`config.mk`:
```
export PLATFORM = sky130hd
export DESIGN_NAME = osc_phase_gen_flat
export DESIGN_NICKNAME = d
export VERILOG_FILES = /design/src/rtl/osc_pkg.sv /design/src/rtl/osc_phase_gen_if.sv /design/src/rtl/osc_phase_gen.sv /design/src/flat_wrapper.sv
export SDC_FILE = /design/constraint.sdc
export NUM_CORES = 1
export LEC_CHECK = 0
export CELL_PAD_IN_SITES_DETAIL_PLACEMENT = 1
export CELL_PAD_IN_SITES_GLOBAL_PLACEMENT = 2
export CORE_MARGIN = 3
export CORE_UTILIZATION = 38
export DETAILED_ROUTE_END_ITERATION = 8
export GPL_TIMING_DRIVEN = 0
export PLACE_DENSITY = 0.83
export SETUP_SLACK_MARGIN = 0.15
export SYNTH_ARGS = -nofsm -noshare
export SYNTH_HDL_FRONTEND = slang
export SYNTH_SLANG_ARGS = --single-unit
```
`constraint.sdc`:
```
create_clock -name clk -period 11.4 [get_ports clk]
set_clock_uncertainty 0.15 [all_clocks]
set_input_delay 1.14 -clock clk [delete_from_list [all_inputs] [get_ports clk]]
set_output_delay 1.14 -clock clk [all_outputs]
set_load 0.1 [all_outputs]
```
`src/rtl/osc_pkg.sv`:
```
// osc_pkg: shared defaults, channel type and sweep FSM states for osc_phase_gen
package osc_pkg;
   localparam int NUM_CH_DEF = 4;
   localparam int ACC_W_DEF  = 24;
   localparam int ADDR_W     = 9;
   typedef logic [$clog2(NUM_CH_DEF)-1:0] chan_t;
   typedef enum logic {IDLE, RUN} state_t;
endpackage

```
`src/rtl/osc_phase_gen_if.sv`:
```
// osc_phase_gen_if: sample tick, config write channel and phase output stream
interface osc_phase_gen_if import osc_pkg::*; #(
   parameter int NUM_CH = NUM_CH_DEF,
   parameter int ACC_W  = ACC_W_DEF
);
   localparam int CH_W = $clog2(NUM_CH);
   logic              sample_tick;
   logic              cfg_valid;
   logic              cfg_ready;
   logic [CH_W-1:0]   cfg_chan;
   logic [ACC_W-1:0]  cfg_inc;
   logic              cfg_gate;
   logic              cfg_retrig;
   logic              phase_valid;
   logic [CH_W-1:0]   phase_chan;
   logic [ADDR_W-1:0] phase_addr;
   logic              phase_active;
   logic              phase_last;
   logic              overrun;
   modport master (
      output sample_tick, cfg_valid, cfg_chan, cfg_inc, cfg_gate, cfg_retrig,
      input  cfg_ready, phase_valid, phase_chan, phase_addr, phase_active, phase_last, overrun
   );
   modport slave (
      input  sample_tick, cfg_valid, cfg_chan, cfg_inc, cfg_gate, cfg_retrig,
      output cfg_ready, phase_valid, phase_chan, phase_addr, phase_active, phase_last, overrun
   );
endinterface

```
`src/rtl/osc_phase_gen.sv`:
```
// osc_phase_gen: time-multiplexed phase accumulators swept once per sample tick
module osc_phase_gen import osc_pkg::*; #(
   parameter int NUM_CH = NUM_CH_DEF,
   parameter int ACC_W  = ACC_W_DEF
) (
   input  logic           clk,
   input  logic           reset,
   osc_phase_gen_if.slave bus
);
   localparam int CH_W = $clog2(NUM_CH);
   localparam logic [CH_W-1:0] LAST_CH = CH_W'(NUM_CH - 1);
   state_t            state_q, state_d;
   logic [CH_W-1:0]   chan_q, chan_d;
   logic              pend_q, pend_d;
   logic              ovr_q, ovr_d;
   logic              rdy_q, rdy_d;
   logic [ACC_W-1:0]  acc_q [NUM_CH];
   logic [ACC_W-1:0]  acc_d [NUM_CH];
   logic [ACC_W-1:0]  inc_q [NUM_CH];
   logic [ACC_W-1:0]  inc_d [NUM_CH];
   logic [NUM_CH-1:0] gate_q, gate_d;
   logic              run, last, accept;
   assign run    = state_q == RUN;
   assign last   = chan_q == LAST_CH;
   assign accept = bus.cfg_valid & rdy_q;
   always_comb begin
      state_d = state_q;
      chan_d  = chan_q;
      acc_d   = acc_q;
      inc_d   = inc_q;
      gate_d  = gate_q;
      pend_d  = pend_q | (run & bus.sample_tick);
      ovr_d   = ovr_q | (run & bus.sample_tick);
      if (run) begin
         acc_d[chan_q] = gate_q[chan_q] ? acc_q[chan_q] + inc_q[chan_q] : acc_q[chan_q];
         chan_d        = chan_q + 1'b1;
         if (last) begin
            state_d = pend_d ? RUN : IDLE;
            pend_d  = 1'b0;
         end
      end else begin
         if (accept) begin
            inc_d[bus.cfg_chan]  = bus.cfg_inc;
            gate_d[bus.cfg_chan] = bus.cfg_gate;
            acc_d[bus.cfg_chan]  = bus.cfg_retrig ? '0 : acc_q[bus.cfg_chan];
         end
         if (bus.sample_tick | pend_q) begin
            state_d = RUN;
            chan_d  = '0;
            pend_d  = 1'b0;
         end
      end
      rdy_d = state_d == IDLE;
   end
   always_ff @(posedge clk or posedge reset) begin
      if (reset) begin
         state_q <= IDLE;
         chan_q  <= '0;
         pend_q  <= 1'b0;
         ovr_q   <= 1'b0;
         rdy_q   <= 1'b0;
         acc_q   <= '{default: '0};
         inc_q   <= '{default: '0};
         gate_q  <= '0;
      end else begin
         state_q <= state_d;
         chan_q  <= chan_d;
         pend_q  <= pend_d;
         ovr_q   <= ovr_d;
         rdy_q   <= rdy_d;
         acc_q   <= acc_d;
         inc_q   <= inc_d;
         gate_q  <= gate_d;
      end
   end
   assign bus.cfg_ready    = rdy_q;
   assign bus.phase_valid  = run;
   assign bus.phase_chan   = chan_q;
   assign bus.phase_addr   = run ? acc_q[chan_q][ACC_W-1 -: ADDR_W] : '0;
   assign bus.phase_active = run & gate_q[chan_q];
   assign bus.phase_last   = run & last;
   assign bus.overrun      = ovr_q;
endmodule
```
`src/flat_wrapper.sv`:
```
// flat-port wrapper written by rule: the top's interface ports become plain ports
module osc_phase_gen_flat import osc_pkg::*;
#(
   parameter int NUM_CH = NUM_CH_DEF,
   parameter int ACC_W  = ACC_W_DEF
)
  (clk, reset, bus_sample_tick, bus_cfg_valid, bus_cfg_chan, bus_cfg_inc, bus_cfg_gate, bus_cfg_retrig, bus_cfg_ready, bus_phase_valid, bus_phase_chan, bus_phase_addr, bus_phase_active, bus_phase_last, bus_overrun);
  osc_phase_gen_if #(.NUM_CH(NUM_CH), .ACC_W(ACC_W)) bus_i ();
  input  logic clk;
  input  logic reset;
  input wire logic [$bits(bus_i.sample_tick)-1:0] bus_sample_tick;
  input wire logic [$bits(bus_i.cfg_valid)-1:0] bus_cfg_valid;
  input wire logic [$bits(bus_i.cfg_chan)-1:0] bus_cfg_chan;
  input wire logic [$bits(bus_i.cfg_inc)-1:0] bus_cfg_inc;
  input wire logic [$bits(bus_i.cfg_gate)-1:0] bus_cfg_gate;
  input wire logic [$bits(bus_i.cfg_retrig)-1:0] bus_cfg_retrig;
  output wire logic [$bits(bus_i.cfg_ready)-1:0] bus_cfg_ready;
  output wire logic [$bits(bus_i.phase_valid)-1:0] bus_phase_valid;
  output wire logic [$bits(bus_i.phase_chan)-1:0] bus_phase_chan;
  output wire logic [$bits(bus_i.phase_addr)-1:0] bus_phase_addr;
  output wire logic [$bits(bus_i.phase_active)-1:0] bus_phase_active;
  output wire logic [$bits(bus_i.phase_last)-1:0] bus_phase_last;
  output wire logic [$bits(bus_i.overrun)-1:0] bus_overrun;
  assign bus_i.sample_tick = bus_sample_tick;
  assign bus_i.cfg_valid = bus_cfg_valid;
  assign bus_i.cfg_chan = bus_cfg_chan;
  assign bus_i.cfg_inc = bus_cfg_inc;
  assign bus_i.cfg_gate = bus_cfg_gate;
  assign bus_i.cfg_retrig = bus_cfg_retrig;
  assign bus_cfg_ready = bus_i.cfg_ready;
  assign bus_phase_valid = bus_i.phase_valid;
  assign bus_phase_chan = bus_i.phase_chan;
  assign bus_phase_addr = bus_i.phase_addr;
  assign bus_phase_active = bus_i.phase_active;
  assign bus_phase_last = bus_i.phase_last;
  assign bus_overrun = bus_i.overrun;
  osc_phase_gen #(.NUM_CH(NUM_CH), .ACC_W(ACC_W)) u_core (.clk(clk), .reset(reset), .bus(bus_i));
endmodule
```
# Word level (Yosys, flattened, before mapping)
# Cells that the tools add are included.
# totals
out_inout_bits,16
word_cells,76
register_bits,202
input_bits,32
# classes
reduce_logical,6
eq_ne,1
muxes,35
addsub,2
n_lt_le_gt_ge,7
bitwise,11
# op_table
operator,count
bitwise mux 96 bit,3
2-to-1 mux 24 bit,10
2-to-1 mux 96 bit,2
binary-select mux 24 bit (select 2 bit),3
demux 24 bit (select 2 bit),2
adder 24 bit,1
2-to-1 mux 1 bit,9
2-to-1 mux 9 bit,1
greater-or-equal comparator 3 bit (second input constant),2
< comparator 2 x 3 -> 1 bit (second input constant),2
< comparator 3 x 1 -> 1 bit (second input constant),2
NOT 2 -> 3 bit,2
AND 1 bit,4
bitwise mux 4 bit,1
2-to-1 mux 2 bit,2
nonzero test 2 bit,2
logical AND 1 bit,3
bitwise OR 1 bit,3
adder 2 x 1 -> 2 bit (second input constant),1
binary-select mux 1 bit (select 2 bit),1
demux 1 bit (select 2 bit),1
equality test 2 bit (second input constant),1
greater-or-equal comparator 2 x 1 -> 1 bit (second input constant),1
NOT 1 bit,2
AND reduction 2 bit,1

# Depth between registers and ports, before layout
# logic_depth
ltp_word,8
depth_mapped,14

# Worst setup path before layout
# No wires, ideal clock.
# synth_path
kind,flip-flop to flip-flop
start,"register u_core.chan_q[0], in the netlist u_core.bus.phase_chan[0]"
end,register u_core.acc_q[64] in the netlist's numbering
setup_time_ns,0.140
stages_incl_launch_ff,14
arrival_ns,4.572
path_slack_ns,6.538
path_buffers,3
cell_sequence,dfrtp_1 -> buf_2 -> buf_2 -> buf_2 -> mux4_2 -> ha_1 -> fa_1 -> a21o_1 -> a311oi_2 -> o31ai_1 -> a31o_2 -> a221oi_4 -> xor2_2 -> o221ai_1
# synth_between
elab_chain_cells,8
# synth_rtl
element,line_no,text
from (decl),osc_phase_gen.sv:13,"logic [CH_W-1:0] chan_q, chan_d;"
from (signal assigned),osc_phase_gen.sv:67,chan_q <= chan_d;
NOT 2 -> 3 bit,osc_phase_gen.sv:35,acc_d[chan_q] = gate_q[chan_q] ? acc_q[chan_q] + inc_q[chan_q] : acc_q[chan_q];
binary-select mux 24 bit (select 2 bit),osc_phase_gen.sv:35,
2-to-1 mux 24 bit (not written as such) (2 in a row),osc_phase_gen.sv:35,
adder 24 bit,osc_phase_gen.sv:35,
2-to-1 mux 24 bit,osc_phase_gen.sv:35,
bitwise mux 96 bit (*),osc_phase_gen.sv:35,
2-to-1 mux 96 bit (*),osc_phase_gen.sv:34,if (run) begin
to (signal assigned),osc_phase_gen.sv:62,acc_q <= '{default: '0};
to (signal assigned),osc_phase_gen.sv:71,acc_q <= acc_d;
to (decl),osc_phase_gen.sv:17,logic [ACC_W-1:0] acc_q [NUM_CH];
# Every way passes the cells marked *; elsewhere a longest branch is shown, timed or not. The select of a mux whose other input is x is not followed.
# A chain may end at the register's enable or synchronous reset.

# Worst setup path after layout
# layout_path
start,"register u_core.chan_q[1], in the netlist u_core.bus.phase_chan[1]"
end,register u_core.acc_q[50] in the netlist's numbering
# The elaborated chain is that of the path after synthesis.

==> run summary <==
The run finished with clean final reports. The congestion estimate from routability-driven global placement came to 0.9087. The layout overhead on the synthesized area is 14.62%. In this run, post-CTS repair resized a total of 0 instances. The cell area that synthesis handed to floorplanning was about 12000 um^2. The number of antenna violations at the first check in global routing came out at 1. Setup violations remaining at the end of the flow were counted as 0. The area of the die came out at 32840 um^2.

The netlist uses between 50 and 60 different library cells. In the global route stage, overall resource usage came out at 0.2509. The global-route congestion overflow total came out at 0. The tool flagged a number of max-cap violations equal to 0. The total power density per cell area came out at 286.4 nW/um^2. The clock buffer count from CTS is 25. The horizontal die dimension came out at 181.2 um. The required time reported for the critical path endpoint came out at around 12 ns.

At the end of the flow the core is filled with cells to 0.4464. The worst slew margin relative to its limit is 0.1316. The share of synthesized area in the top cell type comes to 0.4333. The count of final hold-check violations is 0.

The clock latency on the worst-skew pair came out at between 0.5 and 0.6 ns. The async set or reset register ratio after synthesis came out at 1.000. The mean instance size in the synthesized netlist is roughly 10 um^2. The number of global-route vias before repair is 10530. In this run the clock root is driven by a sky130_fd_sc_hd__clkbuf_16. The tightest min-delay check is of the flip-flop to flip-flop type.

The fraction of final layout cells sized beyond drive strength 1 is 0.1368. The final-stage net count came out at approximately 1300. For this block, the via count after detailed routing is 10070.

The detailed placer's ending HPWL came out at ~29000 um. The leakage power is around 5.9 nW. Buffers placed on the I/O ports in this run total 45. In this run the deepest clock path goes through 3 buffers. The starting utilization of the core area is 0.3894.

The worst setup path is of the flip-flop to flip-flop kind. The number of setup buffers added after CTS is 0. The biggest area contributor in the post-synthesis netlist is sky130_fd_sc_hd__dfrtp_1. The highest clock frequency the design can meet came out at roughly 180 MHz. After detailed routing, the number of remaining DRC violations is 0.

The global-route wire length before repair is between 60000 and 70000 um. Entering global routing, the biggest net connects between 100 and 150 pins. The number of levels in the clock H-tree came out at 1. The transition time at the pin with the least slew margin is between 1 and 1.5 ns. The worst setup path is captured at a flip-flop. After detailed routing, the number of vias per cell comes to 6.222. The post-synthesis instance total is approximately 1100.

The floorplan step defined a core boundary enclosing between 20000 and 30000 um^2. The clock transition at the registers of the reported paths is roughly 0.060 ns. Counting every net in the synthesized netlist gives around 1200. TritonCTS built the clock tree. The post-placement setup slack is roughly 5.9 ns. The post-route setup TNS came out at 0 ns.

The worst-path maximum fanout came out at 10. The number of hold buffers added after CTS is 0. The number of iterations in the first detailed-routing pass is 5. The share of the cycle needed by the critical path after routing came out at 0.4910. The most used standard cell by instance count after synthesis is sky130_fd_sc_hd__nand2_1. The floorplan step set the die height to around 180 um. The commonest cells after synthesis are sky130_fd_sc_hd__nand2_1, sky130_fd_sc_hd__dfrtp_1, sky130_fd_sc_hd__o21ai_0. After detailed routing, the average wire length per cell comes to between 20 and 30 um.

Counting I/O delays and the setup requirement, the final critical path takes around 5.6 ns. The count of nets left with antenna violations once routing finished came out at 0. The data arrival time of the worst path is approximately 5.9 ns. Yosys attributes the largest share of cell area to sky130_fd_sc_hd__dfrtp_1, sky130_fd_sc_hd__mux4_2, sky130_fd_sc_hd__nand2_1. The total I/O pin count came out at between 40 and 50.

The number of enable flip-flop cells after synthesis came out at 0. The post-synthesis sequential area ratio came out at 0.4333. After detailed routing, the total wire length is 41920 um. The total of flip-flops plus latches after synthesis is 202. For this design, the sink count on the clock tree is roughly 200. The Yosys step of the flow raised 0 warnings. The post-layout worst setup margin came out at 5.803 ns. On the final layout, the worst hold slack is approximately 0.32 ns.

The first-iteration detailed-routing DRC count is slightly below 900. The filler cell count is 3314. The number of rows in the core area is 63. The worst vdd rail ir drop came out at 0.0001625 V. STA classifies the critical path startpoint as a flip-flop. The most common flop cell mapped by yosys is sky130_fd_sc_hd__dfrtp_1. The total count of max-transition violations in the final report was 0. Setup repair after global routing left no endpoint under its margin.
area by class of cell:
type                       count  area (um^2)  share of cell area
clock buffer                  36        696.9             0.05212
clock inverter                 5        32.53            0.002433
multi-input combinational    851         6259              0.4681
sequential                   202         5055              0.3781
tap                          390        488.0             0.03650
timing repair buffer          46        478.0             0.03575
inverter                       7        33.78            0.002527
buffer                        81        325.3             0.02433
antenna                        1        2.502           0.0001872
worst max-delay path, cell delays in order, from the launching register on:
cell	delay [ns]
sky130_fd_sc_hd__dfrtp_1	0.39
sky130_fd_sc_hd__buf_2	0.31
sky130_fd_sc_hd__buf_2	0.40
sky130_fd_sc_hd__clkbuf_1	0.64
sky130_fd_sc_hd__buf_1	0.78
sky130_fd_sc_hd__inv_1	0.16
sky130_fd_sc_hd__ha_1	0.24
sky130_fd_sc_hd__and2_1	0.15
sky130_fd_sc_hd__clkbuf_1	0.30
sky130_fd_sc_hd__nor2_1	1.06
sky130_fd_sc_hd__clkbuf_1	0.60
sky130_fd_sc_hd__a22oi_1	0.19
sky130_fd_sc_hd__o21ai_0	0.11
report_power, final:
part	switching [mW]	internal [mW]
Combinational	1.36	0.688
Sequential	0.137	0.904
Clock	0.322	0.421
Total	1.82	2.01
sequential cells by signal, indices dropped and copies added, names as in the netlist:
name,cells
u_core.inc_q,96
u_core.acc_q,96
u_core.bus.phase_chan,2
u_core.bus.overrun,1
u_core.bus.cfg_ready,1
u_core.gate_q,4
u_core.bus.phase_valid,1
u_core.pend_q,1
logic make-up (layout without fill, tap and decap cells):
family / count (synthesis) / in the layout / share of synthesized area
flops: 202 / 202 / 0.4333
xor+xnor: 20 / 20 / 0.01566
compound gates: 290 / 290 / 0.1681
simple gates: 401 / 401 / 0.1464
other cells: 0 / 1 / 0
buf+inv: 88 / 175 / 0.03014
fa+ha+maj: 28 / 28 / 0.03068
mux: 112 / 112 / 0.1757
metrics by stage:
stage	power, mW	std cells	instance area [um^2]
finish	3.829	1619	13370
global route	4.019	1618	13370
CTS	3.813	1618	13370
detailed placement	3.062	1577	12640
global placement	3.010	1576	12600
floorplan	2.431	1141	11660
path summary, 6_finish.rpt:
check / startpoint / to / slack [ns] / cells past startpoint
hold reg to reg: u_core.bus.overrun / u_core.bus.overrun / 0.32 / 1
max in group asynchronous: reset / u_core.acc_q[10] / 9.10 / 3
setup reg to reg: u_core.bus.phase_chan[1] / u_core.acc_q[50] / 5.80 / 12
min in group asynchronous: reset / u_core.inc_q[66] / 0.94 / 2
hold / removal: u_core.bus.overrun / u_core.bus.overrun / 0.32 / 1
setup / recovery: u_core.bus.phase_chan[1] / u_core.acc_q[50] / 5.80 / 12
cells in the final DEF, fill, tap and decap left out, drive strengths merged, types with 10 or more instances in the layout:
cell type	n
nand2	266
dfrtp	202
clkbuf	87
o21ai	79
mux4	71
a21oi	61
nor2	52
a22oi	50
clkdlybuf4s50	45
mux2	32
buf	31
ha	27
nor2b	23
and2	21
o221ai	16
a221o	14
xnor2	10
a22o	10
xor2	10
layer usage:
metal,GRT usage,vias to the layer above,share of wire
li1,-,4318,-
met1,0.3454,5253,0.42
met2,0.4014,411,0.47
met3,0.05436,89,0.080
met4,0.07221,2,0.029
met5,0,-,0.00029
Note: power is estimated with default switching activity, not from simulation.
